--- src/rtl/rf_write_arbiter.sv ---
`default_nettype none
// ============================================================================
// Module   : rf_write_arbiter
// Purpose  : Shares the register-file write port among pipeline writeback,
//            buffered multi-cycle results and the debug loader.
// Revision : 1.0 - initial release
// ============================================================================
module rf_write_arbiter #(
  parameter int DATA_W     = 32,
  parameter int ADDR_W     = 5,
  parameter int FIFO_DEPTH = 2,
  parameter int STARVE_MAX = 4
) (
  input  logic                        clk,
  input  logic                        rst,
  input  logic                        wb_we,
  input  logic [ADDR_W-1:0]           wb_addr,
  input  logic [DATA_W-1:0]           wb_data,
  input  logic                        mc_valid,
  output logic                        mc_ready,
  input  logic [ADDR_W-1:0]           mc_addr,
  input  logic [DATA_W-1:0]           mc_data,
  input  logic                        dbg_valid,
  output logic                        dbg_ready,
  input  logic [ADDR_W-1:0]           dbg_addr,
  input  logic [DATA_W-1:0]           dbg_data,
  output logic                        rf_we,
  output logic [ADDR_W-1:0]           rf_waddr,
  output logic [DATA_W-1:0]           rf_wdata,
  output logic                        stall_req,
  output logic [$clog2(FIFO_DEPTH):0] fifo_count
);

  localparam int CNT_W = $clog2(FIFO_DEPTH) + 1;
  localparam int IDX_W = $clog2(FIFO_DEPTH);
  localparam int STV_W = $clog2(STARVE_MAX + 1);
  localparam logic [STV_W-1:0] STV_MAX = STV_W'(STARVE_MAX);
  localparam logic [CNT_W-1:0] CNT_FULL = CNT_W'(FIFO_DEPTH);

  logic [ADDR_W-1:0] addr_q [FIFO_DEPTH];
  logic [ADDR_W-1:0] addr_d [FIFO_DEPTH];
  logic [DATA_W-1:0] data_q [FIFO_DEPTH];
  logic [DATA_W-1:0] data_d [FIFO_DEPTH];
  logic [CNT_W-1:0]  count_q, count_d;
  logic [STV_W-1:0]  starve_q, starve_d;
  logic              stall_q, stall_d;
  logic              rf_we_q;
  logic [ADDR_W-1:0] rf_waddr_q;
  logic [DATA_W-1:0] rf_wdata_q;

  logic              fifo_ne, grant_fifo, grant_dbg, enq, kill_en, wr_issue;
  logic [ADDR_W-1:0] sel_addr;
  logic [DATA_W-1:0] sel_data;

  assign fifo_ne    = (count_q != '0);
  assign grant_fifo = !wb_we && fifo_ne;
  assign grant_dbg  = !wb_we && !fifo_ne && dbg_valid;
  assign mc_ready   = rst && (count_q < CNT_FULL);
  assign dbg_ready  = rst && grant_dbg;
  assign enq        = mc_valid && mc_ready;
  assign kill_en    = wb_we && (wb_addr != '0);

  // Survivors are packed toward slot 0 so the head is always a live entry;
  // the incoming entry is appended after the kill filter, so it survives.
  always_comb begin
    addr_d  = addr_q;
    data_d  = data_q;
    count_d = '0;
    for (int i = 0; i < FIFO_DEPTH; i++) begin
      if ((CNT_W'(i) < count_q) && !(grant_fifo && (i == 0)) &&
          !(kill_en && (addr_q[i] == wb_addr))) begin
        addr_d[count_d[IDX_W-1:0]] = addr_q[i];
        data_d[count_d[IDX_W-1:0]] = data_q[i];
        count_d = count_d + CNT_W'(1);
      end
    end
    if (enq) begin
      addr_d[count_d[IDX_W-1:0]] = mc_addr;
      data_d[count_d[IDX_W-1:0]] = mc_data;
      count_d = count_d + CNT_W'(1);
    end
  end

  always_comb begin
    sel_addr = dbg_addr;
    sel_data = dbg_data;
    if (wb_we) begin
      sel_addr = wb_addr;
      sel_data = wb_data;
    end else if (fifo_ne) begin
      sel_addr = addr_q[0];
      sel_data = data_q[0];
    end
  end

  assign wr_issue = (wb_we || fifo_ne || dbg_valid) && (sel_addr != '0);

  always_comb begin
    starve_d = '0;
    if (fifo_ne && !grant_fifo) begin
      starve_d = (starve_q == STV_MAX) ? starve_q : starve_q + STV_W'(1);
    end
  end

  // An empty FIFO also drops the bubble request so a kill cannot leave it stuck.
  assign stall_d = (grant_fifo || !fifo_ne) ? 1'b0 : (stall_q || (starve_q == STV_MAX));

  always_ff @(posedge clk) begin
    if (!rst) begin
      count_q    <= '0;
      starve_q   <= '0;
      stall_q    <= 1'b0;
      rf_we_q    <= 1'b0;
      rf_waddr_q <= '0;
      rf_wdata_q <= '0;
    end else begin
      count_q  <= count_d;
      starve_q <= starve_d;
      stall_q  <= stall_d;
      rf_we_q  <= wr_issue;
      if (wr_issue) begin
        rf_waddr_q <= sel_addr;
        rf_wdata_q <= sel_data;
      end
    end
  end

  always_ff @(posedge clk) begin
    addr_q <= addr_d;
    data_q <= data_d;
  end

  assign rf_we      = rf_we_q;
  assign rf_waddr   = rf_waddr_q;
  assign rf_wdata   = rf_wdata_q;
  assign stall_req  = stall_q;
  assign fifo_count = count_q;

endmodule
`default_nettype wire

--- config.mk ---
export PLATFORM = sky130hd
export DESIGN_NAME = rf_write_arbiter
export DESIGN_NICKNAME = d
export VERILOG_FILES = /design/src/rtl/rf_write_arbiter.sv
export SDC_FILE = /design/constraint.sdc
export NUM_CORES = 1
export LEC_CHECK = 0
export CORE_UTILIZATION = 44
export CTS_CLUSTER_DIAMETER = 60
export DETAILED_ROUTE_END_ITERATION = 7
export PLACE_DENSITY = 0.77
export REMOVE_ABC_BUFFERS = 1
export SYNTH_ARGS = -nofsm -noshare
export SYNTH_HDL_FRONTEND = slang
export SYNTH_SLANG_ARGS = --single-unit
export TNS_END_PERCENT = 20
--- constraint.sdc ---
create_clock -name clk -period 4.1 [get_ports clk]
set_input_delay 1.23 -clock clk [delete_from_list [all_inputs] [get_ports clk]]
set_output_delay 1.23 -clock clk [all_outputs]
set_load 0.05 [all_outputs]
Word-level counts from Yosys, hierarchy flattened
Index checks and enable logic that the tools add are counted.
Word-level totals
  flip-flop bits (word level): 118
  input port bits: 116
Cells by class
  mux-type cells: 23
  bitwise operators: 3
  eq/ne operators: 3
  reduce and logical (&&, ||, !) cells: 30
  $lt $le $gt $ge: 7
  add/subtract/negate cells: 3
Operators by type and width (count)
  64-bit bitwise mux: 2
  32-bit two-way mux: 4
  64-bit two-way mux: 2
  32-bit demux with 1-bit select: 2
  10-bit bitwise mux: 2
  10-bit two-way mux: 2
  5-bit two-way mux: 4
  1-bit logical AND: 16
  5-bit demux with 1-bit select: 2
  5-bit equality test: 2
  5-bit nonzero test: 2
  1-bit zero test: 5
  2-bit greater-or-equal comparator, second input constant: 2
  1-bit logical OR: 4
  1-bit by 2-bit < comparator with 1-bit output, first input constant: 2
  2-bit by 1-bit < comparator with 1-bit output, second input constant: 2
  2-bit two-way mux: 2
  1-bit NOT with 2-bit output: 2
  3-bit by 1-bit adder with 3-bit output, second input constant: 1
  3-bit equality test, second input constant: 1
  1-bit by 1-bit adder with 2-bit output, second input constant: 1
  2-bit by 1-bit adder with 2-bit output, second input constant: 1
  2-bit < comparator, second input constant: 1
  2-bit AND reduction: 1
  4 further kinds: 4

Logic depth before layout (Yosys ltp)
  word-level depth: 15
  mapped depth: 11
  mapped depth without buffers: 9

Worst setup path before layout
Ideal clock, no wire load.
  kind: input port to output port
  from: input wb_we
  to: output dbg_ready
  arrival: 2.984 ns
  slack: -0.114 ns
  data required time: 2.870 ns
  path buffers: 4
  cell stages on the path: 5
  cell sequence: buf_6 buf_2 buf_1 clkbuf_1 nor3_1
On the way
  word-level cells in the longest chain between the ends: 4
Ends and longest elaborated chain
  start: declaration: line 16  | input logic wb_we,
  1-bit zero test: line 57  | assign grant_dbg = !wb_we && !fifo_ne && dbg_valid;
  1-bit logical AND (2 in series): line 57
  1-bit logical AND: line 59  | assign dbg_ready = rst && grant_dbg;
  end: declaration: line 24  | output logic dbg_ready,
No other way between the ends.

==> summary.md <==
| Metric | Value |
|---|---|
| Status | completed |
| Per-cell routed wire length | 15.75 microns |
| DRC violations left | 0 |
| Clock power share | 0.399 |
| Clock Path Buffers | 2 |
| CTS buffer count | 17 |
| Number of global-route vias before repair | 5133 |
| Worst slew margin | 0.2198 |
| Initial antenna violation count | 0 |
| Setup Fix Bufs, Post-CTS | 0 |
| Fraction of the yosys area taken by sequential cells | 0.4766 |
| DIE WIDTH | 116.1 microns |
| CTS tree | done |
| Iter 0 DRT Violations | 176 |
| Gr ovfl total | 0 |
| Synth Flop Type | dfxtp_1 |
| Pre-CTS setup slack | -0.1599 ns |
| Synth Area in Compound Gates | 0.1017 |
| Global-route wire length before repair | 24350 microns |
| DP HPWL | 10340 microns |
| Final Max Slew Viols | 0 |
| Syn Area/Cell | 9.114 sq um |
| Die area | 13490 sq um |
| Crit path DAT | 4.12 ns |
| PostCTS Resize Cnt | 0 |
| Seq pwr share | 0.405 |
| Row count | 41 |
| Vias | 5011 |
| Fin Clk Skew | 0.02192 ns |
| Detail Route Antenna Nets | 0 |
| IO buf count | 158 |
| P per Cell Area | 426.0 nW/um^2 |
| Critical Path RT | 4.37 ns |
| Mux contribution to synthesized area | 0.1135 |
| Clock sinks | 118 |
| Crit path max fanout | 37 |
| Switching power | 0.0009099 W |
| Synthesis Warnings | 0 |
| Final hold violations | 0 |
| Root Buffer | clkbuf_16 |
| Leak | 3.108 nW |
| Hold crit path type | reg -> reg |
| Routed vias/inst | 5.209 |
| Height of the die | 116.1 microns |
| Ratio of cells with drive above 1 in the final layout | 0.07215 |
| CORE AREA | 12670 sq um |
| Worst-skew pair later-pin latency | 0.41 ns |
| I/O Pins | 159 |
| Distinct cell type count after synthesis | 37 |
| Asr flop ratio synth | 0 |
| Peak supply drop | 0.2389 mV |
| Design area | 8011 sq um |
| Synth Instances | 629 |
| Count leader, synth | nand2_1 |
| WS Path Type | in -> reg |
| Nets | 898 |
| Yosys reg bits | 118 |
| Simple-gate area share of the yosys netlist | 0.2272 |
| Synth Area in XOR/XNOR | 0.01680 |
| Gr usage total | 0.2331 |
| Largest family of logic cells by synthesized area | simple AND/OR/NAND/NOR gates |
| Int Pwr | 0.002503 W |
| DP Area | 7467 sq um |
| Initial DRT Pass Iterations | 5 |
| Post-Synth Adder-Cell Area | 0.01091 |
| Final Wtd Congestion | 0.8540 |
| # H-tree levels | 4 |
| Final setup fails | 0 |
| Critical Path End Type | register |
| Comb pwr share | 0.195 |
| P&R area growth vs syn | 39.74% |
| Actual slew at the worst max-slew pin | 1.169 ns |
| Diode count | 0 |
| WL final | 15150 microns |
| Share of the synthesized area in the top cell type | 0.2828 |
| Hold-fix buffers at CTS | 0 |
| Most frequent cells after synthesis | nand2_1, dfxtp_1, mux2i_1, nand3_1, and2_1 |
| Cell taking the most area after synthesis | dfxtp_1 |
| CP Launch Type | input pin |
| Final min period | 3.852 ns |
| Clock-pin slew on the worst setup and hold paths | 0.05 ns |
| RSZ-0062 raised after global routing | no |
| Largest net degree at the start of global routing | 60 |
| Final WS setup | 0.2481 ns |
| Cell Area, Synth | 5733 sq um |
| Top cells by area, synth | dfxtp_1, edfxtp_1, nand2_1 |
| Sw Ratio | 0.2666 |
| Max Clock Freq | 259.6 MHz |
| Fin Setup TNS | 0 ns |
| Post-synth EDFFs | 37 |
| Initial Utilization | 0.4525 |
| Max Cap Violations | 0 |
| Final worst-path cycle share | 0.9395 |
state kept, by name, indices dropped and copies added, names as in the netlist:
| register | flops |
|---|---|
| addr_q | 10 |
| data_q | 64 |
| fifo_count | 2 |
| rf_waddr | 5 |
| rf_wdata | 32 |
| rf_we | 1 |
| stall_req | 1 |
| starve_q | 3 |
power by group through the flow:
| stage | Clock (W) | Sequential, W | Combinational [W] |
|---|---|---|---|
| after CTS | 0.00138 | 0.00138 | 0.000671 |
| final | 0.00136 | 0.00138 | 0.000667 |
| after global routing | 0.00144 | 0.00140 | 0.000720 |
| after floorplan | 0 | 0.00151 | 0.000250 |
| after global placement | 0 | 0.00140 | 0.000652 |
| after detailed placement | 0 | 0.00140 | 0.000667 |
placed cells by master (no fill, tap or decap), types with 9 or more instances in the layout:
master | Yosys | final
o211ai_1 | 33 | 33
edfxtp_1 | 37 | 37
dfxtp_1 | 81 | 81
clkbuf_16 | 0 | 18
buf_4 | 0 | 16
mux2i_1 | 65 | 65
clkdlybuf4s50_1 | 0 | 154
o21ai_0 | 32 | 32
and2_1 | 39 | 39
nand3_1 | 40 | 40
inv_1 | 9 | 9
xnor2_1 | 11 | 11
nand2_1 | 179 | 179
nor2_1 | 11 | 9
cell families (layout without fill, tap and decap cells):
kind of cell	Yosys count	count (layout)
xor gates and xnor gates	11	11
adders and majority gates	5	5
buffers and inverters	58	219
AOI/OAI and AO/OA	86	86
and+or+nand+nor	286	286
DFF	118	118
muxes	65	65
area by class of cell:
cell class	instances	area, sq um
Clock buffer	27	494.2
Clock inverter	5	50.05
Tap cell	172	215.2
Timing Repair Buffer	176	1752
Inverter	11	41.29
Fill cell	1075	4659
Multi-Input combinational cell	453	2726
Sequential cell	118	2733
stage by stage:
step | std cells | util | hold WS, ns | power (W)
floorplan | 582 | - | 0.4563 | 0.001764
global placement | 930 | 0.5893 | 0.4445 | 0.002055
detailed placement | 930 | 0.5893 | 0.4523 | 0.002071
CTS | 962 | 0.6323 | 0.4593 | 0.003436
global route | 962 | 0.6323 | 0.4752 | 0.003552
finish | 962 | 0.6323 | 0.4547 | 0.003413
worst max-delay path, cell delays in order:
cell,delay [ns]
clkdlybuf4s50_1,0.41
or4_1,0.53
nor2_1,0.14
buf_4,0.14
o311ai_4,0.09
ha_1,0.35
inv_1,0.06
nor2_2,0.89
and2_1,0.25
metal layers:
metal,share of wire,global-route usage,vias to the layer above
li1,-,-,2470
met1,0.42,0.2772,2379
met2,0.51,0.4143,143
met3,0.052,0.04515,19
met4,0.017,0.09231,0
met5,0,0,-
worst paths after layout:
| check | startpoint | to | slack [ns] | depth (start not counted) |
|---|---|---|---|---|
| max | wb_addr[1] | data_q[21]$_DFFE_PP_ | 0.25 | 9 |
| min | rf_wdata[19]$_SDFFE_PN0P_ | rf_wdata[19]$_SDFFE_PN0P_ | 0.45 | 2 |
| max reg2reg | fifo_count[1]$_SDFF_PN0_ | data_q[21]$_DFFE_PP_ | 1.38 | 6 |
| min reg2reg | rf_wdata[19]$_SDFFE_PN0P_ | rf_wdata[19]$_SDFFE_PN0P_ | 0.45 | 2 |
(Power assumes the default switching activity.)
